## config.mk

```make
export PLATFORM = sky130hd
export DESIGN_NAME = alu_seq_ctrl
export DESIGN_NICKNAME = d
export VERILOG_FILES = /design/src/rtl/alu_seq_ctrl.sv
export SDC_FILE = /design/constraint.sdc
export NUM_CORES = 1
export LEC_CHECK = 0
export ABC_AREA = 0
export CAP_MARGIN = 20
export CORE_MARGIN = 2
export CORE_UTILIZATION = 55
export DETAILED_ROUTE_END_ITERATION = 16
export PLACE_DENSITY = 0.7
export SYNTH_ARGS = -nofsm -noshare
export SYNTH_HDL_FRONTEND = slang
export SYNTH_SLANG_ARGS = --single-unit
```

## constraint.sdc

```tcl
create_clock -name clk -period 3.6 [get_ports clk]
set_input_delay 0.9 -clock clk [delete_from_list [all_inputs] [get_ports clk]]
set_output_delay 0.9 -clock clk [all_outputs]
set_load 0.03 [all_outputs]
```

## src/rtl/alu_seq_ctrl.sv

```systemverilog
// Multi-cycle sequencer driving a 16-bit ALU and an 8 x 16 register file.
// Ports: clk, rst_n, in_valid/in_instr/in_ready handshake, done, result, flags, dbg_addr/dbg_data.

// alu: combinational 16-bit ALU.
// Ports: op (3b), a, b (W), y (W) result, flags {Z,S,C,V}.
module alu #(
   parameter int W = 16
) (
   input  logic [2:0]   op,
   input  logic [W-1:0] a,
   input  logic [W-1:0] b,
   output logic [W-1:0] y,
   output logic [3:0]   flags
);

   logic [W:0] sum;
   logic [W:0] diff;
   logic       c;
   logic       v;

   assign sum  = {1'b0, a} + {1'b0, b};
   assign diff = {1'b0, a} - {1'b0, b};

   always_comb begin
      y = '0;
      c = 1'b0;
      v = 1'b0;
      unique case (op)
         3'b000: begin
            y = sum[W-1:0];
            c = sum[W];
            v = (a[W-1] == b[W-1]) && (y[W-1] != a[W-1]);
         end
         3'b001: begin
            y = diff[W-1:0];
            // bit W of the widened difference is the borrow
            c = diff[W];
            v = (a[W-1] != b[W-1]) && (y[W-1] != a[W-1]);
         end
         3'b010: y = a & b;
         3'b011: y = a | b;
         3'b100: y = a ^ b;
         3'b101: y = ~a;
         default: y = '0;
      endcase
   end

   assign flags = {(y == '0), y[W-1], c, v};

endmodule

// alu_seq_ctrl: IDLE -> READ -> EXEC -> WB sequencer, one instruction per 4 cycles.
// Ports: see file banner; in_ready is (state == IDLE), done is high during WB.
module alu_seq_ctrl #(
   parameter int REGS = 8,
   parameter int W    = 16
) (
   input  logic         clk,
   input  logic         rst_n,
   input  logic         in_valid,
   input  logic [15:0]  in_instr,
   output logic         in_ready,
   output logic         done,
   output logic [W-1:0] result,
   output logic [3:0]   flags,
   input  logic [2:0]   dbg_addr,
   output logic [W-1:0] dbg_data
);

   typedef enum logic [1:0] {
      IDLE = 2'd0,
      READ = 2'd1,
      EXEC = 2'd2,
      WB   = 2'd3
   } state_t;

   localparam logic [2:0] OP_LDL = 3'b110;
   localparam logic [2:0] OP_LDH = 3'b111;

   state_t       state_q;
   state_t       state_d;

   logic [15:0]  ir;
   logic [W-1:0] rf [REGS];
   logic [W-1:0] op_a;
   logic [W-1:0] op_b;
   logic [W-1:0] stage_val;
   logic [3:0]   stage_flags;
   logic [W-1:0] result_q;
   logic [3:0]   flags_q;

   logic [2:0]   ir_op;
   logic [2:0]   ir_rd;
   logic [2:0]   ir_rs1;
   logic [2:0]   ir_rs2;
   logic [7:0]   ir_imm;

   logic         is_ldl;
   logic         is_ldh;
   logic         is_alu;

   logic [W-1:0] alu_y;
   logic [3:0]   alu_f;
   logic [W-1:0] rd_cur;
   logic [W-1:0] exec_val;

   logic         accept;
   logic         ld_ops;
   logic         ld_stage;
   logic         wb_en;

   assign ir_op  = ir[15:13];
   assign ir_rd  = ir[12:10];
   assign ir_rs1 = ir[9:7];
   assign ir_rs2 = ir[6:4];
   assign ir_imm = ir[7:0];

   assign is_ldl = (ir_op == OP_LDL);
   assign is_ldh = (ir_op == OP_LDH);
   assign is_alu = !(is_ldl || is_ldh);

   alu #(.W(W)) u_alu (
      .op    (ir_op),
      .a     (op_a),
      .b     (op_b),
      .y     (alu_y),
      .flags (alu_f)
   );

   assign rd_cur = rf[ir_rd];

   // LDH keeps the low byte of rd as it stands in EXEC
   always_comb begin
      exec_val = alu_y;
      unique case (1'b1)
         is_ldl:  exec_val = {8'h00, ir_imm};
         is_ldh:  exec_val = {ir_imm, rd_cur[7:0]};
         default: exec_val = alu_y;
      endcase
   end

   always_comb begin
      state_d  = state_q;
      accept   = 1'b0;
      ld_ops   = 1'b0;
      ld_stage = 1'b0;
      wb_en    = 1'b0;
      done     = 1'b0;
      unique case (state_q)
         IDLE: begin
            if (in_valid) begin
               accept  = 1'b1;
               state_d = READ;
            end
         end
         READ: begin
            ld_ops  = 1'b1;
            state_d = EXEC;
         end
         EXEC: begin
            ld_stage = 1'b1;
            state_d  = WB;
         end
         WB: begin
            wb_en   = 1'b1;
            done    = 1'b1;
            state_d = IDLE;
         end
         default: state_d = IDLE;
      endcase
   end

   always_ff @(posedge clk or negedge rst_n) begin
      if (!rst_n) begin
         state_q <= IDLE;
      end else begin
         state_q <= state_d;
      end
   end

   always_ff @(posedge clk or negedge rst_n) begin
      if (!rst_n) begin
         ir          <= '0;
         op_a        <= '0;
         op_b        <= '0;
         stage_val   <= '0;
         stage_flags <= '0;
         result_q    <= '0;
         flags_q     <= '0;
      end else begin
         if (accept) begin
            ir <= in_instr;
         end
         if (ld_ops) begin
            op_a <= rf[ir_rs1];
            op_b <= rf[ir_rs2];
         end
         if (ld_stage) begin
            stage_val   <= exec_val;
            stage_flags <= alu_f;
         end
         if (wb_en) begin
            result_q <= stage_val;
            if (is_alu) begin
               flags_q <= stage_flags;
            end
         end
      end
   end

   always_ff @(posedge clk or negedge rst_n) begin
      if (!rst_n) begin
         for (int i = 0; i < REGS; i++) begin
            rf[i] <= '0;
         end
      end else if (wb_en) begin
         rf[ir_rd] <= stage_val;
      end
   end

   assign in_ready = (state_q == IDLE);
   assign result   = result_q;
   assign flags    = flags_q;
   assign dbg_data = rf[dbg_addr];

endmodule

```

==> results of run 1 <==
==> cell type report <==
type                       instances  share of cell area [%]
clock buffer                      34                   4.202
clock inverter                     9                  0.9286
inverter                          54                   1.254
multi-input combinational        837                   50.74
sequential                       218                   33.76
tap                              330                   2.554
timing repair buffer             119                   6.555
==> timing repair <==
action | in CTS | in global routing
endpoints found under the setup margin | 4 | 10
resized for setup | 4 | 5
hold endpoints to repair | 0 | 0
==> flip-flops by register name, indices dropped and copies added, names as in the netlist <==
register,count
rf,128
state_q,2
result,16
stage_flags,4
op_a,16
ir,16
op_b,16
flags,4
stage_val,16
==> worst max-delay path: stages <==
cell,delay (ns)
clkdlybuf4s50_1,0.55
buf_4,0.16
buf_6,0.21
mux4_2,0.32
mux2_2,0.29
buf_4,0.17
==> cell families (layout without fill, tap and decap cells) <==
logic type	Yosys count	count (layout)	synth area share, %
AOI/OAI and AO/OA	243	243	11.35
DFF	218	218	38.23
and+or+nand+nor	195	195	6.331
adders and majority gates	54	54	4.840
buffers and inverters	159	216	4.559
muxes	341	341	34.45
xor gates and xnor gates	4	4	0.2456
==> worst max-delay path by stage <==
stage          slack [ns]  depth (start not counted)              to
6_report             0.07                          6     dbg_data[6]
3_3_place_gp        -0.15                          5     dbg_data[5]
2_1_floorplan        0.14                          4     dbg_data[0]
4_1_cts             0.008                          6     dbg_data[6]
5_1_grt              0.02                         11  stage_flags[3]
3_5_place_dp        -0.14                          5     dbg_data[5]
==> metal layers <==
metal / part of all wire (%) / GRT usage (%) / vias up
met5: 0 / 0 / -
met4: 2.4 / 8.656 / 0
met3: 7.4 / 3.671 / 77
met2: 47 / 46.36 / 475
met1: 43 / 43.25 / 5474
li1: - / - / 4679
==> cells in the final DEF, fill, tap and decap left out, drive strengths merged, types with 17 or more instances in the layout <==
cell type,n
clkbuf,34
nor3,17
dfrtp,218
mux2,181
o22ai,22
o21ai,37
nor2,86
ha,52
inv,54
nand2,38
a21oi,77
clkdlybuf4s50,41
buf,74
mux4,102
mux2i,58
==> stage by stage <==
stage,TNS [ns],hold WS (ns),utilization [%],area [um^2]
2_1_floorplan,0,0.4550,-,14270
3_3_place_gp,-0.5415,0.4904,60.42,15300
3_5_place_dp,-0.5399,0.4943,60.42,15300
4_1_cts,0,0.4407,63.67,16130
5_1_grt,0,0.4822,63.84,16170
6_report,0,0.4115,63.84,16170
==> reports/qor.yml, run 1 <==
status: "finished, final reports clean"
diodes: 0
grt_pass1_vias: 10530
cts-buffers-inserted: 25
worstHoldPathType: "primary input to asynchronous set/reset pin"
critPathRequiredTime_ns: 2.70
place_ws_ns: -0.1441
r2r_start: "op_b[1]"
track_usage_pct: 29.42
synth_top_area_share_pct: 38.23
synthArstFlopShare_pct: 100.0
firstDrtPassIters: 5
worstPathArrival_ns: 2.63
multiInputGateArea_mm2: 0.008204
grt_overflow: 0
fillCellCount: 1940
rr_worst_depth: 11
placementRows: 58
ys_ff_latch: 218
crit_fanout: 18
rsz0062_at_grt: "no"
via_per_inst: 6.686
initialDrtViolationCount: 981
syn_avg_cell_area_um2: 11.75
dp_hpwl_mm: 26.88
cp-end-kind: "output pin"
fp.dieArea_mm2: 0.02725
fmax_mhz: 283.3
initial_core_util_pct: 56.34
routed_wl_mm: 38.77
yosys.area.top_type: "dfrtp_1"
die_w_um: 165.1
die_y_um: 165.1
finClkSkew_ns: 0.01622
hold_violations: 0
clock_tree.root_cell: "clkbuf_16"
grt_start_max_net_pins: 99
period_share_pct: 98.07
post_drt_wl_per_cell_um: 24.22
criticalPathCategory: "primary input to output pin"
clk_pin_slew_ns: 0.06
area_growth_syn_to_layout_pct: 13.30
synth.net_count: 1290
gp_congestion: 0.9251
setup_slack_ns: 0.06964
cts_buffer_depth: 3
post-synth-top-count-cell: "dfrtp_1"
synth_ff_type: "dfrtp_1"
via_count: 10710
clock-sinks: 218
finalSetupViolCount: 0
startpoint_type: "primary input"
cap_viol_max_count: 0
maxSlewViolCount: 0
worst_slew_pin_slew_ns: 0.8687
r2r_slack_ns: 0.21
yosysWarningCount: 0
fin_crit_ns: 3.530
yosys-top-cells-count: "dfrtp_1, mux2_2, mux4_2, nor2_1, a21oi_1"
layout-drive-gt1-share_pct: 32.81
yosysSeqAreaShare_pct: 38.23
syn_area_mm2: 0.01427
syn_inst: 1214
post-cts-setup-buffers: 0
slew_headroom_pct: 41.57
tritoncts: "built"
stdcell_count: 1601
synth_cell_types: 71
layout.nets: 1331
cts_hold_buffers: 0
r2r_end: "stage_flags[3]"
io_buffers: 59
synth_edf_count: 0
synthTopCellsByArea: "dfrtp_1, mux4_2, mux2_2"
register_area_mm2: 0.005459
clkLatencyLatePin_ns: 0.52
ios: 60
ant_nets: 0
cts_htree_levels: 1
dp.cells: 1557
critPathLaunch: "dbg_addr[1]"
grt_pass1_wl_mm: 61.48
antenna_found_initial: 0
coreArea_mm2: 0.02533
drcViolationCount: 0
Power of run 1 is not shown: default switching activity piles up to over one toggle a cycle in this logic, so the estimate is an artifact.
==> inputs of run 2 (changes only) <==
--- a/config.mk
+++ b/config.mk
@@ -8,9 +8,10 @@
 export ABC_AREA = 0
 export CAP_MARGIN = 20
 export CORE_MARGIN = 2
-export CORE_UTILIZATION = 55
+export CORE_UTILIZATION = 45
+export CTS_CLUSTER_DIAMETER = 50
 export DETAILED_ROUTE_END_ITERATION = 16
-export PLACE_DENSITY = 0.7
+export PLACE_DENSITY = 0.59
 export SYNTH_ARGS = -nofsm -noshare
 export SYNTH_HDL_FRONTEND = slang
 export SYNTH_SLANG_ARGS = --single-unit
==> reports/qor.yml, run 2 (synthesis gave the netlist of run 1 again) <==
status: "finished, final reports clean"  # unchanged
worstPathArrival_ns: 2.50  # was 2.63 ns
via_count: 10590  # was 10710
crit_fanout: 32  # was 18
cts-buffers-inserted: 29  # was 25
fmax_mhz: 294.4  # was 283.3 MHz
cp_num_buf_inv: 3  # was 4
fp.dieArea_mm2: 0.03315  # was 0.02725 mm^2
coreArea_mm2: 0.03139  # was 0.02533 mm^2
cp-end-kind: "output pin"  # unchanged
via_per_inst: 6.295  # was 6.686
cp_top_family: "buffers and inverters"  # unchanged
grt_pass1_vias: 10620  # was 10530
clk_pin_slew_ns: 0.05  # was 0.06 ns
drcViolationCount: 0  # unchanged
fin_crit_ns: 3.397  # was 3.530 ns
slew_headroom_pct: 26.81  # was 41.57%
firstDrtPassIters: 5  # unchanged
grt_pass1_wl_mm: 64.80  # was 61.48 mm
ios: 60  # unchanged
rsz0062_at_grt: "no"  # unchanged
area_growth_syn_to_layout_pct: 15.62  # was 13.30%
initialDrtViolationCount: 829  # was 981
fillCellCount: 2781  # was 1940
cts_hold_buffers: 0  # unchanged
clock_tree.root_cell: "clkbuf_16"  # unchanged
hold_violations: 0  # unchanged
r2r_end: "stage_flags[3]"  # unchanged
largest_reg_flops: 128  # unchanged
initial_core_util_pct: 45.46  # was 56.34%
startpoint_type: "primary input"  # unchanged
period_share_pct: 94.35  # was 98.07%
regMostFlops: "rf"  # unchanged
placementRows: 65  # was 58
r2r_start: "op_a[4]"  # was op_b[1]
dp_hpwl_mm: 28.65  # was 26.88 mm
rr_worst_depth: 12  # was 11
grt_overflow: 0  # unchanged
finalSetupTns_ns: 0  # unchanged
diodes: 0  # unchanged
io_buffers: 59  # unchanged
layout_common_cells: "dfrtp_1, mux2_2, mux4_2, nor2_1, a21oi_1"  # unchanged
cts_buffer_depth: 3  # unchanged
finClkSkew_ns: 0.02618  # was 0.01622 ns
ant_nets: 0  # unchanged
layout.nets: 1335  # was 1331
worst_slew_pin_slew_ns: 1.098  # was 0.8687 ns
worstHoldPathType: "primary input to asynchronous set/reset pin"  # unchanged
clkLatencyLatePin_ns: 0.57  # was 0.52 ns
track_usage_pct: 25.35  # was 29.42%
cts_htree_levels: 1  # unchanged
post_drt_wl_per_cell_um: 24.70  # was 24.22 um
final_common_cell: "dfrtp_1"  # unchanged
crit_chain: "clkdlybuf4s50_1 -> buf_12 -> mux4_2 -> mux2_2 -> buf_4"  # was clkdlybuf4s50_1 -> buf_4 -> buf_6 -> mux4_2 -> mux2_2 -> buf_4
clock-sinks: 218  # unchanged
critPathRequiredTime_ns: 2.70  # about the same
tritoncts: "built"  # unchanged
cp_slowest_stage_delay_ns: 0.50  # was 0.55 ns
criticalPathCategory: "primary input to output pin"  # unchanged
critPathSlowestCell: "clkdlybuf4s50_1"  # unchanged
antenna_found_initial: 0  # unchanged
r2r_slack_ns: 0.25  # was 0.21 ns
gp_congestion: 0.9191  # was 0.9251
routed_wl_mm: 41.54  # was 38.77 mm
cap_viol_max_count: 0  # unchanged
die_y_um: 182.1  # was 165.1 um
layout-drive-gt1-share_pct: 33.91  # was 32.81%
die_w_um: 182.1  # was 165.1 um
finalSetupViolCount: 0  # unchanged
grt_start_max_net_pins: 83  # was 99
maxSlewViolCount: 0  # unchanged
==> run 2: changes by cell type in the layout (fill, tap and decap cells not counted), moves of 3 or more <==
cell / previous run / this run
dlygate4sd2_1: 4 / 0
clkbuf_8: 2 / 5
clkbuf_16: 25 / 29
clkbuf_1: 7 / 1
inv_6: 0 / 3
buf_12: 4 / 9
==> run 2: layout make-up <==
cell class                 count  area, um^2  share of cell area (%)
clock buffer                  35       798.3                   4.838
tap                          402       503.0                   3.048
sequential                   218        5459                   33.09
timing repair buffer         119        1114                   6.749
clock inverter                17       231.5                   1.403
multi-input combinational    837        8192                   49.65
inverter                      54       202.7                   1.228
==> run 2: metal layers <==
layer / up-vias / routed length [um] / track usage (%) / part of all wire (%)
met2: 344 / 19570 / 41.15 / 47
li1: 4703 / - / - / -
met4: 0 / 1257 / 7.161 / 3.0
met3: 87 / 2295 / 3.911 / 5.5
met1: 5454 / 18420 / 35.57 / 44
met5: - / 0 / 0.5926 / 0
==> run 2: how the worst max path moves through the flow <==
| stage | from | endpoint | slack [ns] | cells past startpoint |
|---|---|---|---|---|
| 2_1_floorplan | dbg_addr[0] | dbg_data[0] | 0.14 | 4 |
| 3_3_place_gp | dbg_addr[1] | dbg_data[6] | 0.22 | 5 |
| 3_5_place_dp | dbg_addr[1] | dbg_data[6] | 0.22 | 5 |
| 4_1_cts | dbg_addr[1] | dbg_data[6] | 0.22 | 5 |
| 5_1_grt | op_a[4] | stage_flags[3] | 0.03 | 12 |
| 6_report | dbg_addr[1] | dbg_data[0] | 0.20 | 5 |
==> run 2: through the flow <==
step | setup WS [ns] | hold WS (ns) | area, um^2 | std cells | utilization, %
2_1_floorplan | 0.1361 | 0.4550 | 14270 | 1214 | -
3_3_place_gp | 0.2249 | 0.4896 | 15440 | 1629 | 49.20
3_5_place_dp | 0.2171 | 0.4959 | 15440 | 1629 | 49.20
4_1_cts | 0.2171 | 0.3419 | 16470 | 1681 | 52.48
5_1_grt | 0.02871 | 0.3696 | 16500 | 1682 | 52.56
6_report | 0.2034 | 0.3274 | 16500 | 1682 | 52.56
==> run 2: worst reg2reg max path: cells and delay by family (launching register included) <==
| family | cells | cell delay, ns |
|---|---|---|
| compound gates | 4 | 0.92 |
| xor+xnor | 1 | 0.10 |
| fa+ha+maj | 1 | 0.42 |
| buf+inv | 2 | 0.28 |
| flops | 1 | 0.42 |
| simple gates | 4 | 1.15 |
==> run 2: timing repair <==
item | in CTS | in global routing
setup buffers | 0 | 0
setup endpoints to repair | 0 | 1
gates resized for setup | 0 | 1
Power of run 2 is left out for the same reason.
==> inputs of run 3 (changes only) <==
--- a/config.mk
+++ b/config.mk
@@ -11,7 +11,6 @@
 export CORE_UTILIZATION = 45
 export CTS_CLUSTER_DIAMETER = 50
 export DETAILED_ROUTE_END_ITERATION = 16
-export PLACE_DENSITY = 0.59
 export SYNTH_ARGS = -nofsm -noshare
 export SYNTH_HDL_FRONTEND = slang
 export SYNTH_SLANG_ARGS = --single-unit
==> reports/qor.yml, run 3 (synthesis gave the netlist of run 1 again) <==
status: "finished, final reports clean"  # unchanged
finClkSkew_ns: 0.03692  # was 0.02618 ns
critPathLaunch: "dbg_addr[1]"  # unchanged
final_common_cell: "dfrtp_1"  # unchanged
ant_nets: 0  # unchanged
cts_resized: 1  # was 0
gp_congestion: 0.8843  # was 0.9191
period_share_pct: 97.59  # was 94.35%
routed_wl_mm: 40.34  # was 41.54 mm
diodes: 0  # unchanged
drcViolationCount: 0  # unchanged
ios: 60  # unchanged
initial_core_util_pct: 45.46  # unchanged
crit_fanout: 5  # was 32
regMostFlops: "rf"  # unchanged
io_buffers: 59  # unchanged
via_per_inst: 6.319  # was 6.295
placed_cell_area_mm2: 0.01546  # was 0.01544 mm^2
finalSetupViolCount: 0  # unchanged
cts_buffer_depth: 3  # unchanged
via_count: 10650  # was 10590
cts_htree_levels: 1  # unchanged
initialDrtViolationCount: 926  # was 829
worstHoldPathType: "primary input to asynchronous set/reset pin"  # unchanged
post-cts-setup-buffers: 0  # unchanged
setup_slack_ns: 0.08675  # was 0.2034 ns
cts_hold_buffers: 0  # unchanged
placementRows: 65  # unchanged
grt_pass1_wl_mm: 63.81  # was 64.80 mm
layout_common_cells: "dfrtp_1, mux2_2, mux4_2, nor2_1, a21oi_1"  # unchanged
die_w_um: 182.1  # unchanged
grtUsageMet1_pct: 35.34  # was 35.57%
r2r_start: "op_a[1]"  # was op_a[4]
hold_violations: 0  # unchanged
clock_tree.root_cell: "clkbuf_16"  # unchanged
dp_hpwl_mm: 28.07  # was 28.65 mm
startpoint_type: "primary input"  # unchanged
cap_viol_max_count: 0  # unchanged
clkLatencyLatePin_ns: 0.58  # was 0.57 ns
tritoncts: "built"  # unchanged
critPathRequiredTime_ns: 2.70  # about the same
finalSetupTns_ns: 0  # unchanged
antenna_found_initial: 0  # unchanged
rsz0062_at_grt: "no"  # unchanged
fp.dieArea_mm2: 0.03315  # unchanged
coreArea_mm2: 0.03139  # unchanged
met2_usage_pct: 39.86  # was 41.15%
grt_start_max_net_pins: 86  # was 83
fin_crit_ns: 3.513  # was 3.397 ns
criticalPathCategory: "primary input to output pin"  # unchanged
maxSlewViolCount: 0  # unchanged
fin_area_mm2: 0.01650  # about the same
worstPathArrival_ns: 2.61  # was 2.50 ns
post_drt_wl_per_cell_um: 23.93  # was 24.70 um
place_ws_ns: -0.1251  # was 0.2171 ns
hold_ws_ns: 0.2944  # was 0.3274 ns
fmax_mhz: 284.6  # was 294.4 MHz
cts-buffers-inserted: 29  # unchanged
largest_reg_flops: 128  # unchanged
grt-busiest-layer: "met2"  # unchanged
die_y_um: 182.1  # unchanged
worst_slew_pin_slew_ns: 1.019  # was 1.098 ns
layout-drive-gt1-share_pct: 33.80  # was 33.91%
area_growth_syn_to_layout_pct: 15.65  # was 15.62%
clk_pin_slew_ns: 0.06  # was 0.05 ns
grt_use_met3_pct: 3.293  # was 3.911%
firstDrtPassIters: 6  # was 5
grt_pass1_vias: 10690  # was 10620
cp-end-kind: "output pin"  # unchanged
clock-sinks: 218  # unchanged
layout.nets: 1338  # was 1335
slew_headroom_pct: 32.05  # was 26.81%
track_usage_pct: 24.73  # was 25.35%
grt_overflow: 0  # unchanged
==> run 3: changes by cell type in the layout (fill, tap and decap cells not counted), sizes merged <==
cell	delta
dlygate4sd2	+1
clkinv	-1
buf	+2
inv	+1
clkbuf	+2
clkinvlp	-1
==> run 3: final cells by class <==
class	instances	area, um^2
fill	2732	14890
multi-input combinational	837	8200
sequential	218	5459
timing repair buffer	122	1125
clock buffer	37	785.8
tap	402	503.0
clock inverter	16	227.7
inverter	54	202.7
==> run 3: path summary, 6_finish.rpt <==
path	cells after the start	endpoint	slack (ns)
max in group asynchronous	2	rf[107]	2.42
worst min register to register	1	flags[2]	0.51
worst min-delay path	1	result[2]	0.29
min in group clk	1	flags[2]	0.51
worst max-delay path	4	dbg_data[3]	0.09
worst max register to register	11	stage_flags[3]	0.19
==> run 3: worst max-delay path, stage by stage <==
cell and delay [ns]:
dlygate4sd2_1 0.46, mux4_2 0.37, mux2_2 0.27, clkdlybuf4s50_1 0.61
==> run 3: per-stage QoR <==
stage,utilization (%),instances
after floorplan,-,1214
after global placement,49.24,1632
after detailed placement,49.24,1632
after CTS,52.46,1685
after global routing,52.57,1686
final,52.57,1686
==> run 3: routing by layer <==
| layer | wire length, um | share of wire (%) |
|---|---|---|
| met1 | 17900 | 44 |
| met2 | 19030 | 47 |
| met3 | 2271 | 5.6 |
| met4 | 1140 | 2.8 |
| met5 | 0 | 0 |
Power of run 3 is left out for the same reason.
